### config.mk
export PLATFORM = sky130hd
export DESIGN_NAME = conv_operand_buf
export DESIGN_NICKNAME = d
export VERILOG_FILES = /design/src/rtl/conv_operand_buf.sv
export SDC_FILE = /design/constraint.sdc
export NUM_CORES = 1
export LEC_CHECK = 0
export CAP_MARGIN = 0
export CORE_ASPECT_RATIO = 0.7
export CORE_UTILIZATION = 60
export CTS_BUF_LIST = sky130_fd_sc_hd__clkbuf_4
export DETAILED_ROUTE_END_ITERATION = 8
export DONT_BUFFER_PORTS = 1
export PLACE_DENSITY = 0.79
export SLEW_MARGIN = 20
export SYNTH_ARGS = -nofsm -noshare
export SYNTH_HDL_FRONTEND = slang
export SYNTH_SLANG_ARGS = --single-unit
export TNS_END_PERCENT = 30
### constraint.sdc
create_clock -name clk -period 4.9 [get_ports clk]
set_clock_uncertainty 0.1 [all_clocks]
set_input_delay 0.49 -clock clk [delete_from_list [all_inputs] [get_ports clk]]
set_output_delay 0.49 -clock clk [all_outputs]
set_load 0.005 [all_outputs]
### src/rtl/conv_operand_buf.sv
// conv_operand_buf: holds an IMG_N x IMG_N image and a KER_K x KER_K kernel,
// streams (image, kernel) operand pairs window by window to a MAC array and
// collects one result per window for readback.
// Optional feature macro: CONV_OPERAND_BUF_RELU_EN (clamp negative results to 0).
module conv_operand_buf #(
    parameter int DATA_W = 8,
    parameter int IMG_N  = 4,
    parameter int KER_K  = 3,
    parameter int ACC_W  = 20,
    parameter int ADDR_W = 5
) (
    input  logic              clk,
    input  logic              rst_n,
    input  logic              wr_en,
    input  logic [ADDR_W-1:0] wr_addr,
    input  logic [DATA_W-1:0] wr_data,
    output logic              wr_err,
    input  logic              start,
    output logic              busy,
    output logic              done,
    output logic              op_valid,
    input  logic              op_ready,
    output logic [DATA_W-1:0] op_img,
    output logic [DATA_W-1:0] op_ker,
    output logic              op_last,
    input  logic              res_valid,
    input  logic [ACC_W-1:0]  res_data,
    input  logic [ADDR_W-1:0] rd_addr,
    output logic [ACC_W-1:0]  rd_data
);
    localparam int OUT_M  = IMG_N - KER_K + 1;
    localparam int IMG_SZ = IMG_N * IMG_N;
    localparam int KER_SZ = KER_K * KER_K;
    localparam int RES_SZ = OUT_M * OUT_M;
    localparam int IMG_AW = (IMG_SZ > 1) ? $clog2(IMG_SZ) : 1;
    localparam int KER_AW = (KER_SZ > 1) ? $clog2(KER_SZ) : 1;
    localparam int RES_AW = (RES_SZ > 1) ? $clog2(RES_SZ) : 1;
    localparam int CNT_W  = $clog2(IMG_N + 1);
    localparam int RCNT_W = $clog2(RES_SZ + 1);

    localparam logic [CNT_W-1:0]  CNT_ZERO  = {CNT_W{1'b0}};
    localparam logic [CNT_W-1:0]  CNT_ONE   = CNT_W'(1);
    localparam logic [CNT_W-1:0]  TAP_MAX   = CNT_W'(KER_K - 1);
    localparam logic [CNT_W-1:0]  WIN_MAX   = CNT_W'(OUT_M - 1);
    localparam logic [ADDR_W-1:0] IMG_SZ_A  = ADDR_W'(IMG_SZ);
    localparam logic [ADDR_W-1:0] TOT_SZ_A  = ADDR_W'(IMG_SZ + KER_SZ);
    localparam logic [ADDR_W-1:0] RES_SZ_A  = ADDR_W'(RES_SZ);
    localparam logic [RCNT_W-1:0] RES_SZ_C  = RCNT_W'(RES_SZ);
    localparam logic [RCNT_W-1:0] RCNT_ONE  = RCNT_W'(1);

    typedef enum logic [1:0] {
        IDLE   = 2'd0,
        STREAM = 2'd1,
        DRAIN  = 2'd2,
        DONE   = 2'd3
    } state_t;

    state_t state_r, state_s;

    logic [DATA_W-1:0] img_mem_r [IMG_SZ];
    logic [DATA_W-1:0] ker_mem_r [KER_SZ];
    logic [ACC_W-1:0]  res_mem_r [RES_SZ];

    logic [CNT_W-1:0]  win_r_r, win_c_r, tap_i_r, tap_j_r;
    logic [CNT_W-1:0]  nxt_r_s, nxt_c_s, nxt_i_s, nxt_j_s;
    logic [RCNT_W-1:0] res_cnt_r;

    logic              op_valid_r, op_last_r, busy_r, done_r, wr_err_r;
    logic [DATA_W-1:0] op_img_r, op_ker_r;

    logic              accept_s, final_s, load_s;
    logic              wr_img_s, wr_ker_s, wr_rej_s, res_we_s;
    logic [IMG_AW-1:0] img_idx_s;
    logic [KER_AW-1:0] ker_idx_s;

    // Value written into result storage (optionally rectified).
    function automatic logic [ACC_W-1:0] store_val_f(input logic [ACC_W-1:0] v);
`ifdef CONV_OPERAND_BUF_RELU_EN
        if (v[ACC_W-1]) begin
            store_val_f = {ACC_W{1'b0}};
        end else begin
            store_val_f = v;
        end
`else
        store_val_f = v;
`endif
    endfunction

    assign accept_s = op_valid_r & op_ready;
    assign final_s  = (win_r_r == WIN_MAX) && (win_c_r == WIN_MAX) &&
                      (tap_i_r == TAP_MAX) && (tap_j_r == TAP_MAX);

    // Write-port decode: writes land only in IDLE and only inside the operand map.
    always_comb begin
        wr_img_s = wr_en && (state_r == IDLE) && (wr_addr < IMG_SZ_A);
        wr_ker_s = wr_en && (state_r == IDLE) && (wr_addr >= IMG_SZ_A) && (wr_addr < TOT_SZ_A);
        wr_rej_s = wr_en && !(wr_img_s || wr_ker_s);
        res_we_s = res_valid && ((state_r == STREAM) || (state_r == DRAIN)) && (res_cnt_r < RES_SZ_C);
    end

    // Next-state logic for the pass sequencer.
    always_comb begin
        state_s = state_r;
        case (state_r)
            IDLE: begin
                if (start) state_s = STREAM;
                else       state_s = IDLE;
            end
            STREAM: begin
                if (accept_s && final_s) state_s = DRAIN;
                else                     state_s = STREAM;
            end
            DRAIN: begin
                if (res_cnt_r == RES_SZ_C) state_s = DONE;
                else                       state_s = DRAIN;
            end
            DONE:    state_s = IDLE;
            default: state_s = IDLE;
        endcase
    end

    // Next window/tap position: cleared on start, stepped on each accepted pair.
    always_comb begin
        nxt_r_s = win_r_r;
        nxt_c_s = win_c_r;
        nxt_i_s = tap_i_r;
        nxt_j_s = tap_j_r;
        load_s  = 1'b0;
        if ((state_r == IDLE) && start) begin
            nxt_r_s = CNT_ZERO;
            nxt_c_s = CNT_ZERO;
            nxt_i_s = CNT_ZERO;
            nxt_j_s = CNT_ZERO;
            load_s  = 1'b1;
        end else if ((state_r == STREAM) && accept_s && !final_s) begin
            load_s = 1'b1;
            if (tap_j_r == TAP_MAX) begin
                nxt_j_s = CNT_ZERO;
                if (tap_i_r == TAP_MAX) begin
                    nxt_i_s = CNT_ZERO;
                    if (win_c_r == WIN_MAX) begin
                        nxt_c_s = CNT_ZERO;
                        nxt_r_s = win_r_r + CNT_ONE;
                    end else begin
                        nxt_c_s = win_c_r + CNT_ONE;
                    end
                end else begin
                    nxt_i_s = tap_i_r + CNT_ONE;
                end
            end else begin
                nxt_j_s = tap_j_r + CNT_ONE;
            end
        end else begin
            load_s = 1'b0;
        end
        img_idx_s = IMG_AW'((32'(nxt_r_s) + 32'(nxt_i_s)) * IMG_N + 32'(nxt_c_s) + 32'(nxt_j_s));
        ker_idx_s = KER_AW'(32'(nxt_i_s) * KER_K + 32'(nxt_j_s));
    end

    // Sequencer state, position counters and registered outputs.
    always_ff @(posedge clk or negedge rst_n) begin
        if (!rst_n) begin
            state_r    <= IDLE;
            win_r_r    <= CNT_ZERO;
            win_c_r    <= CNT_ZERO;
            tap_i_r    <= CNT_ZERO;
            tap_j_r    <= CNT_ZERO;
            op_valid_r <= 1'b0;
            op_last_r  <= 1'b0;
            op_img_r   <= {DATA_W{1'b0}};
            op_ker_r   <= {DATA_W{1'b0}};
            busy_r     <= 1'b0;
            done_r     <= 1'b0;
            wr_err_r   <= 1'b0;
        end else begin
            state_r    <= state_s;
            win_r_r    <= nxt_r_s;
            win_c_r    <= nxt_c_s;
            tap_i_r    <= nxt_i_s;
            tap_j_r    <= nxt_j_s;
            op_valid_r <= (state_s == STREAM);
            busy_r     <= (state_s != IDLE);
            done_r     <= (state_s == DONE);
            wr_err_r   <= wr_rej_s;
            if (load_s) begin
                op_img_r  <= img_mem_r[img_idx_s];
                op_ker_r  <= ker_mem_r[ker_idx_s];
                op_last_r <= (nxt_i_s == TAP_MAX) && (nxt_j_s == TAP_MAX);
            end
        end
    end

    // Image and kernel storage, loaded through the write port while idle.
    always_ff @(posedge clk or negedge rst_n) begin
        if (!rst_n) begin
            for (int k = 0; k < IMG_SZ; k++) img_mem_r[k] <= {DATA_W{1'b0}};
            for (int k = 0; k < KER_SZ; k++) ker_mem_r[k] <= {DATA_W{1'b0}};
        end else begin
            if (wr_img_s) img_mem_r[IMG_AW'(wr_addr)] <= wr_data;
            if (wr_ker_s) ker_mem_r[KER_AW'(wr_addr - IMG_SZ_A)] <= wr_data;
        end
    end

    // Result storage: results fill sequentially from index 0 each pass.
    always_ff @(posedge clk or negedge rst_n) begin
        if (!rst_n) begin
            res_cnt_r <= {RCNT_W{1'b0}};
            for (int k = 0; k < RES_SZ; k++) res_mem_r[k] <= {ACC_W{1'b0}};
        end else if ((state_r == IDLE) && start) begin
            res_cnt_r <= {RCNT_W{1'b0}};
        end else if (res_we_s) begin
            res_mem_r[RES_AW'(res_cnt_r)] <= store_val_f(res_data);
            res_cnt_r                     <= res_cnt_r + RCNT_ONE;
        end
    end

    // Combinational result readback; unused indices read as zero.
    always_comb begin
        rd_data = {ACC_W{1'b0}};
        if (rd_addr < RES_SZ_A) begin
            rd_data = res_mem_r[RES_AW'(rd_addr)];
        end else begin
            rd_data = {ACC_W{1'b0}};
        end
    end

    assign op_valid = op_valid_r;
    assign op_img   = op_img_r;
    assign op_ker   = op_ker_r;
    assign op_last  = op_last_r;
    assign busy     = busy_r;
    assign done     = done_r;
    assign wr_err   = wr_err_r;

endmodule
-- Word level (Yosys, flattened, before mapping)
Index checks and enable logic that the tools add are counted.
Widths: inputs -> output; s select.
- output and inout bits: 41
- word-level logic and storage cells: 157
- bits of input ports: 44
- register bits after elaboration: 318
- bitwise operators: 8
- multiply operators: 1
- add/subtract/negate cells: 10
- $lt $le $gt $ge: 14
- equal/unequal tests: 12
- multiplexer cells: 44
- reduce and logical (&&, ||, !) cells: 26
- operator list (operator ; number):
    $bwmux 128 ; 1
    $bwmux 80 ; 1
    $mux 20 ; 4
    $bwmux 72 ; 1
    $bmux 8 s4 ; 2
    $demux 8 s4 ; 2
    $mux 3 ; 19
    $mux 8 ; 6
    $bmux 20 s2 ; 1
    $demux 20 s2 ; 1
    $ge 5x5->1 const B ; 5
    $not 4->5 ; 4
    $logic_and 1x1->1 ; 18
    $add 3x1->3 const B ; 5
    $add 4x3->4 ; 3
    $eq 3x2->1 const B ; 4
    $lt 5x1->1 const B ; 2
    $lt 5x5->1 const B ; 2
    $pmux 2 s4 ; 1
    $eq 2x2->1 const B ; 3
    $eq 3x1->1 const B ; 2
    $ge 3x3->1 const B ; 2
    $not 2->3 ; 2
    $lt 5x3->1 const B ; 1
    16 further kinds ; 23

-- Longest topological paths before layout
Gate-level depths: netlist of run 1.
- depth after elaboration: 15
- gate-level depth with buffers: 20
- mapped depth without buffers: 19

-- Worst setup path before layout of run 1
No wires, ideal clock.
- kind: reg-to-reg
- start point: register win_r_r[0]
- end point: register op_img_r[7], in the netlist op_img[7]
- stages on the path, launching flop included: 17
- library setup time: 0.078 ns
- data required time: 4.722 ns
- clock period less this slack: 4.563 ns
- slack: 0.337 ns
- arrival: 4.385 ns
- path buffers: 2
- cell sequence: dfrtp_1 ha_1 nor2b_1 and4bb_2 nor2_1 o21ai_0 mux2_2 nor2_1 ha_1 inv_1 fa_1 fa_1 buf_1 clkbuf_1 mux2i_1 mux2_1 o21ai_1
- cells in the longest elaborated chain, start to end: 15
- elaborated cells on any way between the ends: 27
- classes of those cells: 4 x add/sub; 1 x eq/ne; 16 x mux; 1 x bitwise; 5 x reduce/logical
- RTL lines (item ; RTL line ; RTL):
    start: declaration ; 64 ; logic [CNT_W-1:0] win_r_r, win_c_r, tap_i_r, tap_j_r;
    start signal: assignment ; 177 ; win_r_r <= nxt_r_s;
    $eq 3x1->1 ; 90 ; assign final_s = (win_r_r == WIN_MAX) && (win_c_r == WIN_MAX) &&
    $logic_and 1x1->1 (2 in a row) ; 90 ;
    $logic_and 1x1->1 ; 91 ; (tap_i_r == TAP_MAX) && (tap_j_r == TAP_MAX);
    $logic_not 1->1 ; 135 ; end else if ((state_r == STREAM) && accept_s && !final_s) begin
    $logic_and 1x1->1 ; 135 ;
    $mux 3 ; 135 ;
    $mux 3 ; 129 ; if ((state_r == IDLE) && start) begin
    via nxt_i_s[0] ; 65 ; logic [CNT_W-1:0] nxt_r_s, nxt_c_s, nxt_i_s, nxt_j_s;
    $add 2x2->2 ; 156 ; img_idx_s = IMG_AW'((32'(nxt_r_s) + 32'(nxt_i_s)) * IMG_N + 32'(nxt_c_s) + 32'(nxt_j_s));
    $add 4x3->4 (2 in a row) ; 156 ;
    $not 4->5 (implied by the code) ; 186 ; op_img_r <= img_mem_r[img_idx_s];
    $bmux 8 s4 ; 186 ;
    $mux 8 (implied by the code) (2 in a row) ; 186 ;
    end signal: assignment ; 170 ; op_img_r <= {DATA_W{1'b0}};
    end signal: assignment ; 186 ;
    end: declaration ; 69 ; logic [DATA_W-1:0] op_img_r, op_ker_r;
The timed path passes the listed nets, and every way through them passes these cells. The select of a mux whose other input is x is not followed.
A chain may end at the register's enable or synchronous reset.

-- Worst setup path in the final report of run 1
Ends and elaborated chain as after synthesis.

==> flow_summary.ini, run 1 <==
[setup_path]
crit_type = reg2reg
worstPathMaxFanout = 8
r2r_setup_slack_ns = 0.47
crit_arrival_ns = 4.93
required_ns = 5.41
cp-start-kind = flop
timing.rr.end = op_img[7]
r2r_cells = 16
timing.rr.start = win_r_r[0]
cp-end-kind = flop

[power]
p_per_area_nw_per_um2 = 490
ir_drop_v = 0.000272
leakage_nw = 7.52

[place]
placed_area_um2 = 15100
place_congestion = 0.819
hpwl_um = 18400
dp_cells = 1270
post-place-ws_ns = 0.486
io_buffers = 0

[synth]
netlist_area_um2 = 14800
ys_types = 47
yosysSeqAreaShare_pct = 53.8
avgSynthCellArea_um2 = 14.8
synth_nets = 1066
synth_top_area_cell = dfrtp_1
synthDominantCellAreaShare_pct = 53.8
yosys_register_bits = 318
yosys-top-cells-area = dfrtp_1 54%, mux2_2 22%, mux4_2 10%
synthCells = 1000
yosysWarnings = 0

[drt]
ant_nets = 0
drt_iter0_drc = 503
drt_wl_total_um = 29800
drc_errors = 0
viasPerCell = 6.06
num_vias = 8660
first_pass_iters = 5
wl_per_cell_um = 20.8

[die]
core_area_um2 = 23900
die_x_um = 190
rows = 47
start_util_pct = 61.9
die_y_um = 133
dieArea_um2 = 25300
ios = 85

[sta]
period_share_pct = 90.3
setup_ws_ns = 0.475
grt_setup_unrepaired = false
final_max_slew_viol_count = 0
max_freq_mhz = 226
period_minus_slack_ns = 4.43
worst_pin_slew_ns = 1.20
holdWs_ns = -0.606
relSlewSlack_pct = 19.8
setup_viol = 0
tns_ns = 0
finalHoldViolCount = 318

[layout]
stdcell_count = 1429
areaGrowthSynthToFinish_pct = 10.3
final_common_cell = dfrtp_1
final_cell_mix = 318 x dfrtp_1, 289 x mux2_2, 109 x clkbuf_4
nets = 1128
stdcell_area_um2 = 16300
drive_gt1_share_pct = 45.4

[job]
cap_violations = 0

[global_route]
grt_pass1_vias = 9275
overflow = 0
met3_usage_pct = 7.14
grt_pass1_wl_um = 49500
met2_usage_pct = 38.1
antenna_found_initial = 1
grt_max_degree = 319
gr-usage-met1_pct = 35.1
gr-usage-all-layers_pct = 25.2
top_usage_layer = met2

[clock_network]
clk_pin_slew_ns = 0.07
clockBufferDepth = 3
cts.sinks = 318
clk_latency_ns = 0.72
cts_max_level = 3
root_buffer = clkbuf_4
cts_buffers = 75
cts_tree = done
hold_buffers = 33

[run_status]
violations = negative hold slack
status = finished with violations

[worst_hold_path]
hold_class = in2async
==> final cells by class <==
type | instances | area, um^2
Sequential cell | 318 | 7960
Antenna cell | 1 | 2.50
Inverter | 19 | 71.3
Clock inverter | 16 | 87.6
Tap cell | 318 | 398
Multi-Input combinational cell | 604 | 6540
Timing Repair Buffer | 44 | 425
Clock buffer | 109 | 818
Fill cell | 1712 | 7580
==> routing by layer <==
layer	wire length [um]	share of wire [%]	vias up
li1	-	-	3816
met1	13600	46	4553
met2	13700	46	230
met3	1790	6.0	61
met4	666	2.2	0
met5	0	0	-
==> through the flow <==
stage / total power [W] / util [%]
6_report: 0.00798 / 68.3
4_1_cts: 0.00806 / 68.2
5_1_grt: 0.00846 / 68.2
3_5_place_dp: 0.00590 / 63.1
3_3_place_gp: 0.00579 / 63.1
2_1_floorplan: 0.00543 / -
==> sequential cells by signal, summed over array words and instances (netlist names), 8 cells and up <==
name	flops
img_mem_r	128
ker_mem_r	72
op_img	8
op_ker	8
res_mem_r	80
==> cells in the mapped netlist (all sizes together) <==
master   count
dfrtp      318
or3b         1
xnor3        1
o31ai        8
clkbuf      53
xor2         5
buf          6
and4bb       1
nand3        4
nor4b        1
nand2       38
a211oi       8
nor3         5
mux4        68
nand3b       2
nand4        2
a21boi      10
o311ai       2
mux2       290
nand2b       5
o21ai       10
or3          8
a21oi        4
inv         19
a32o         1
nor2        35
nor4         2
fa           4
and3         2
xnor2        5
or2          4
nand4bb      1
nor3b        3
a21bo        2
mux2i       19
ha          18
and2         2
a22o         1
nor2b       32
==> what timing repair did <==
item | CTS | global route
gates resized for setup | 0 | 0
hold endpoints to repair | 605 | 318
setup buffers | 0 | 0
==> worst max-delay path by stage <==
stage / from / endpoint / slack, ns / depth (start not counted)
2_1_floorplan: win_r_r[0] / op_img[7] / 0.34 / 16
3_3_place_gp: win_r_r[0] / op_img[7] / 0.60 / 16
3_5_place_dp: win_r_r[0] / op_img[7] / 0.49 / 16
4_1_cts: win_r_r[0] / op_img[7] / 0.43 / 16
5_1_grt: tap_j_r[0] / op_img[7] / 0.23 / 15
6_report: win_r_r[0] / op_img[7] / 0.47 / 16
==> cells by family after synthesis <==
| logic type | count (synthesis) | synth area share (%) |
|---|---|---|
| buffers and inverters | 78 | 2.00 |
| multiplexers | 377 | 33.7 |
| AO/OA/AOI/OAI | 46 | 2.40 |
| AND/OR/NAND/NOR | 148 | 5.20 |
| adder cells (fa/ha/maj) | 22 | 2.07 |
| XOR/XNOR | 11 | 0.753 |
| flip-flops | 318 | 53.8 |
==> report_power, final <==
| group | switching (W) | total, W | internal (W) |
|---|---|---|---|
| Clock | 0.00103 | 0.00209 | 0.00107 |
| Sequential | 0.000402 | 0.00380 | 0.00340 |
| Combinational | 0.000803 | 0.00209 | 0.00128 |
| Total | 0.00223 | 0.00798 | 0.00575 |
==> critical path, stage by stage (launching register included) <==
cell	delay, ns
dfrtp_1	0.42
ha_1	0.20
nor2b_1	0.15
and4bb_2	0.26
nor2_1	0.28
o21ai_0	0.13
mux2_2	0.27
nor2_1	0.15
ha_1	0.25
inv_1	0.06
fa_1	0.44
fa_1	0.44
xor2_1	0.18
xnor2_1	0.14
xnor3_2	0.41
mux2_1	0.35
o21ai_1	0.11
Power figures use the tool's default switching activity.
==> inputs of run 2 (changes only) <==
--- a/config.mk
+++ b/config.mk
@@ -6,12 +6,14 @@
 export NUM_CORES = 1
 export LEC_CHECK = 0
 export CAP_MARGIN = 0
+export CELL_PAD_IN_SITES_DETAIL_PLACEMENT = 1
+export CELL_PAD_IN_SITES_GLOBAL_PLACEMENT = 1
 export CORE_ASPECT_RATIO = 0.7
-export CORE_UTILIZATION = 60
+export CORE_UTILIZATION = 50
 export CTS_BUF_LIST = sky130_fd_sc_hd__clkbuf_4
 export DETAILED_ROUTE_END_ITERATION = 8
 export DONT_BUFFER_PORTS = 1
-export PLACE_DENSITY = 0.79
+export PLACE_DENSITY = 0.78
 export SLEW_MARGIN = 20
 export SYNTH_ARGS = -nofsm -noshare
 export SYNTH_HDL_FRONTEND = slang
==> run 2 against run 1 <==
Effect of this change:
- non-clock buffer count rose by 1
- final cell count increased by 5.5%
- clock power increased by 8%
- critical path type unchanged
- global-route usage fell by 1.8 points
- critical path depth is the same
- largest cell class unchanged
- sequential share of layout area shrank 0.60 points
- the run still ends with negative hold slack left
- core utilization decreased by 11 points
- worst setup slack got worse by 0.021 ns
- flip-flop and latch count is the same
- highest routed layer unchanged
==> flow_summary.ini, run 2 (same netlist as run 1, synthesis figures left out) <==
[run_status]
status = finished with violations
violations = negative hold slack

[die]
ios = 85
start_util_pct = 51.0
core_area_um2 = 29000
dieArea_um2 = 30300
rows = 52
die_x_um = 207
die_y_um = 146

[clock_network]
cts_resized = 0
hold_buffers = 34
root_buffer = clkbuf_4
cts_setup_buffers = 0
cts_buffers = 83
clockBufferDepth = 3
cts_max_level = 3
cts_tree = done
clk_pin_slew_ns = 0.06
clk_latency_ns = 0.74
cts.sinks = 318

[power]
p_switching_w = 0.00234
p_per_area_nw_per_um2 = 497
swShare_pct = 28.5
p_int_w = 0.00587
clkPwrFrac_pct = 27.6
seq_power_share_pct = 46.5
ir_drop_v = 0.000241
leakage_nw = 7.59
p_comb_share_pct = 25.9

[setup_path]
crit_type = reg2reg
crit_arrival_ns = 5.00
crit_buf_inv = 1
crit_slowest_cell = fa_1
cp_cell_sequence = ha_1 > nor2b_1 > and4bb_2 > nor2_1 > o21ai_0 > mux2_2 > nor2_1 > ha_1 > inv_1 > fa_1 > fa_1 > xor2_1 > xnor2_1 > xnor3_2 > mux2_1 > o21ai_1
required_ns = 5.46
cpPeakStageDelay_ns = 0.45
worstPathMaxFanout = 8
cp_top_family = adder cells
r2r_setup_slack_ns = 0.45
cp-end-kind = flop
timing.rr.start = win_r_r[0]
r2r_cells = 16
cp-start-kind = flop
timing.rr.end = op_img[7]

[drt]
first_pass_iters = 5
viasPerCell = 5.71
num_vias = 8600
wl_per_cell_um = 21.9
ant_nets = 0
drc_errors = 0
drt_wl_total_um = 33000
drt_iter0_drc = 405

[worst_hold_path]
hold_class = in2async

[sta]
holdWs_ns = -0.651
max_freq_mhz = 225
final_max_slew_viol_count = 0
relSlewSlack_pct = 8.23
finalHoldViolCount = 318
setup_ws_ns = 0.453
grt_setup_unrepaired = false
period_share_pct = 90.7
period_minus_slack_ns = 4.45
tns_ns = 0
setup_viol = 0
worst_pin_slew_ns = 1.38

[global_route]
overflow = 0
grt_max_degree = 319
antenna_found_initial = 2
grt_pass1_wl_um = 55000
grt_pass1_vias = 9790
gr-usage-all-layers_pct = 23.4

[layout]
largest_reg_flops = 128
areaGrowthSynthToFinish_pct = 11.6
nets = 1137
drive_gt1_share_pct = 46.3
final_cell_mix = 318 x dfrtp_1, 289 x mux2_2, 129 x clkbuf_4
final_common_cell = dfrtp_1
top_register = img_mem_r
reg.largest.list = img_mem_r x128, res_mem_r x80, ker_mem_r x72

[place]
hpwl_um = 20300
place_congestion = 0.756
post-place-ws_ns = 0.383
io_buffers = 0

[job]
cap_violations = 0
==> run 2: cell types whose count changed in the layout (fill, tap and decap cells not counted), sizes merged <==
cell / previous run / this run
dlygate4sd3: 33 / 34
bufinv: 1 / 0
clkinvlp: 0 / 2
clkbuf: 109 / 129
inv: 24 / 21
diode: 1 / 2
clkinv: 10 / 8
==> run 2: layout make-up <==
| cell class | instances | area [um^2] |
|---|---|---|
| inverters | 19 | 71.3 |
| flip-flops and latches | 318 | 7960 |
| clock inverters | 12 | 53.8 |
| fillers | 2767 | 12500 |
| multi-input cells | 604 | 6540 |
| well taps | 378 | 473 |
| repair buffers | 45 | 435 |
| clock buffers | 129 | 968 |
| diodes | 2 | 5.00 |
==> run 2: worst max-delay path by stage <==
stage	end	cells after the start	start	slack [ns]
6_report	op_img[7]	16	win_r_r[0]	0.45
5_1_grt	op_img[7]	15	tap_j_r[2]	0.16
4_1_cts	op_img[7]	16	win_r_r[0]	0.42
3_5_place_dp	op_img[7]	16	win_r_r[0]	0.38
3_3_place_gp	op_img[7]	16	win_r_r[0]	0.55
2_1_floorplan	op_img[7]	16	win_r_r[0]	0.34
==> run 2: power groups by stage <==
stage | clock network [W] | logic (W) | registers (W)
6_report | 0.00226 | 0.00212 | 0.00382
5_1_grt | 0.00250 | 0.00232 | 0.00392
4_1_cts | 0.00235 | 0.00215 | 0.00381
3_5_place_dp | 0 | 0.00209 | 0.00386
3_3_place_gp | 0 | 0.00201 | 0.00381
2_1_floorplan | 0 | 0.00174 | 0.00369
==> run 2: routing by layer <==
| layer | wire length (um) | global-route usage [%] | vias to the layer above |
|---|---|---|---|
| met3 | 1530 | 6.62 | 55 |
| met4 | 566 | 7.39 | 0 |
| li1 | - | - | 3827 |
| met2 | 15600 | 36.5 | 148 |
| met1 | 15300 | 31.9 | 4570 |
| met5 | 0 | 0 | - |
==> run 2: worst register-to-register path, cell delays in order, from the launching register on <==
cell and delay [ns]:
dfrtp_1 0.41, ha_1 0.20, nor2b_1 0.15, and4bb_2 0.26, nor2_1 0.30, o21ai_0 0.14
mux2_2 0.27, nor2_1 0.14, ha_1 0.25, inv_1 0.07, fa_1 0.43, fa_1 0.45
xor2_1 0.18, xnor2_1 0.14, xnor3_2 0.42, mux2_1 0.36, o21ai_1 0.12
==> run 2: per-stage QoR <==
| stage | util (%) | instance area (um^2) | instances | power (W) |
|---|---|---|---|---|
| global placement | 52.3 | 15100 | 1330 | 0.00581 |
| detailed placement | 52.3 | 15100 | 1330 | 0.00595 |
| CTS | 57.0 | 16500 | 1505 | 0.00831 |
| global route | 57.0 | 16500 | 1507 | 0.00874 |
| finish | 57.0 | 16500 | 1507 | 0.00821 |
| floorplan | - | 14800 | 1000 | 0.00543 |
==> inputs of run 3 (changes only) <==
--- a/config.mk
+++ b/config.mk
@@ -13,7 +13,7 @@
 export CTS_BUF_LIST = sky130_fd_sc_hd__clkbuf_4
 export DETAILED_ROUTE_END_ITERATION = 8
 export DONT_BUFFER_PORTS = 1
-export PLACE_DENSITY = 0.78
+export PLACE_DENSITY = 0.88
 export SLEW_MARGIN = 20
 export SYNTH_ARGS = -nofsm -noshare
 export SYNTH_HDL_FRONTEND = slang
==> constraint.sdc (replaced) <==
create_clock -name clk -period 4 [get_ports clk]
set_clock_uncertainty 0.1 [all_clocks]
set_input_delay 0.4 -clock clk [delete_from_list [all_inputs] [get_ports clk]]
set_output_delay 0.4 -clock clk [all_outputs]
set_load 0.005 [all_outputs]
==> run 3 against run 2 <==
Effect of this change:
- the run ends with negative hold slack, negative setup slack left
- via count rose by 5.1%
- count of clock-buffer cells in the layout fell by 18
- register-to-register slack got worse by 0.59 ns
- total power rose by 25%
- first-iteration DRC count rose by 2.7%
- core utilization rose by 1.5 points
- sequential share of layout area fell by 1.3 points
- sequential power rose by 24%
- flip-flop and latch count did not move
- hold slack got worse by 0.068 ns
- highest routed layer unchanged
==> flow_summary.ini, run 3 (same netlist as run 1, synthesis figures left out) <==
[place]
placed_area_um2 = 15400
io_buffers = 0
hpwl_um = 23000
place_congestion = 0.766

[global_route]
gr-usage-all-layers_pct = 25.6
gr-usage-met1_pct = 33.7
met3_usage_pct = 6.80
met2_usage_pct = 41.8
grt_pass1_wl_um = 59700
grt_pass1_vias = 10300
overflow = 0
antenna_found_initial = 2
grt_max_degree = 319
top_usage_layer = met2

[job]
cap_violations = 0

[setup_path]
crit_arrival_ns = 4.68
cp_top_family = adder cells
crit_buf_inv = 1
cp-start-kind = flop
cp-end-kind = flop
timing.rr.end = op_img[0]
r2r_cells = 15
cp.depth = 15
required_ns = 4.54
timing.rr.start = tap_i_r[0]
worstPathMaxFanout = 8
crit_type = reg2reg
critPathLaunch = tap_i_r[0]
crit_end = op_img[0]
r2r_setup_slack_ns = -0.14
cp_cell_sequence = or3b_4 > and4bb_4 > nor2_4 > and2_4 > xnor2_2 > nor2_2 > ha_1 > inv_2 > fa_1 > fa_2 > xor2_1 > xnor2_1 > xnor3_2 > mux2_4 > o21ai_2
crit_slowest_cell = fa_1
cpPeakStageDelay_ns = 0.47

[drt]
num_vias = 9037
first_pass_iters = 4
drt_wl_total_um = 36900
viasPerCell = 5.86
ant_nets = 0
drt_iter0_drc = 416
drc_errors = 0
wl_per_cell_um = 23.9

[die]
die_y_um = 146
die_x_um = 207
dieArea_um2 = 30300
start_util_pct = 51.0
rows = 52
core_area_um2 = 29000
ios = 85

[layout]
reg.largest.list = img_mem_r x128, res_mem_r x80, ker_mem_r x72
areaGrowthSynthToFinish_pct = 14.6
final_common_cell = dfrtp_1
drive_gt1_share_pct = 49.0
final_cell_mix = 318 x dfrtp_1, 287 x mux2_2, 111 x clkbuf_4
largest_reg_flops = 128
nets = 1173
top_register = img_mem_r
stdcell_area_um2 = 16900

[clock_network]
root_buffer = clkbuf_4
clockBufferDepth = 3
cts.sinks = 318
clk_pin_slew_ns = 0.08
clk_latency_ns = 0.78
cts_max_level = 3
cts_buffers = 80
cts_tree = done
hold_buffers = 35

[sta]
final_max_slew_viol_count = 0
holdWs_ns = -0.719
finalHoldViolCount = 318
relSlewSlack_pct = 17.2
max_freq_mhz = 242
setup_viol = 16
period_minus_slack_ns = 4.14
setup_ws_ns = -0.137
period_share_pct = 103
grt_setup_unrepaired = true
worst_pin_slew_ns = 1.24

[power]
ir_drop_v = 0.000364
leakage_nw = 7.82
design_power_total_w = 0.0103
p_per_area_nw_per_um2 = 605

[run_status]
violations = negative hold slack, negative setup slack
status = finished with violations

[worst_hold_path]
hold_class = in2async
==> run 3: cell types whose count changed in the layout (fill, tap and decap cells not counted), sizes merged <==
cell	before	now
dlygate4sd3	34	35
buf	11	48
bufbuf	0	1
inv	21	20
diode	2	1
clkbuf	129	111
clkinv	8	23
==> run 3: layout make-up <==
class                      instances  area, um^2
clock inverter                    26         111
sequential                       318        7960
tap                              378         473
timing repair buffer              84         813
fill                            2716       12000
clock buffer                     111         833
antenna                            1        2.50
multi-input combinational        604        6680
inverter                          19        71.3
==> run 3: timing repair <==
item,4_1_cts,5_1_grt
resized for setup,8,29
endpoints found under the hold margin,608,318
gates cloned,0,1
pin swaps,10,14
buffers inserted,3,5
endpoints found under the setup margin,16,16
==> run 3: metrics by stage <==
stage | TNS, ns | instances | setup WS, ns | utilization, %
after floorplan | -0.0225 | 1000 | -0.0119 | -
after global placement | -0.437 | 1359 | -0.0850 | 53.3
after detailed placement | -2.80 | 1359 | -0.243 | 53.3
after CTS | -1.98 | 1534 | -0.183 | 58.0
after global routing | -4.00 | 1541 | -0.314 | 58.5
final | -1.13 | 1541 | -0.137 | 58.5
==> run 3: power breakdown <==
| part | total (W) | leakage, nW | internal, W | switching (W) |
|---|---|---|---|---|
| Combinational | 0.00286 | 3.09 | 0.00171 | 0.00115 |
| Sequential | 0.00474 | 4.17 | 0.00417 | 0.000574 |
| Clock | 0.00266 | 0.556 | 0.00128 | 0.00137 |
| Total | 0.0103 | 7.82 | 0.00716 | 0.00309 |
==> run 3: worst min path at each step <==
stage / cells past startpoint / end
2_1_floorplan: 0 / busy
4_1_cts: 0 / op_img[3]
5_1_grt: 0 / res_mem_r[29]
3_5_place_dp: 0 / res_mem_r[61]
6_report: 0 / res_mem_r[1]
3_3_place_gp: 0 / res_mem_r[61]
==> run 3: routing by layer <==
layer  vias up  wire length, um
met4         0              722
li1       3923                -
met2       202            18200
met1      4840            16100
met3        72             1850
met5         -                0
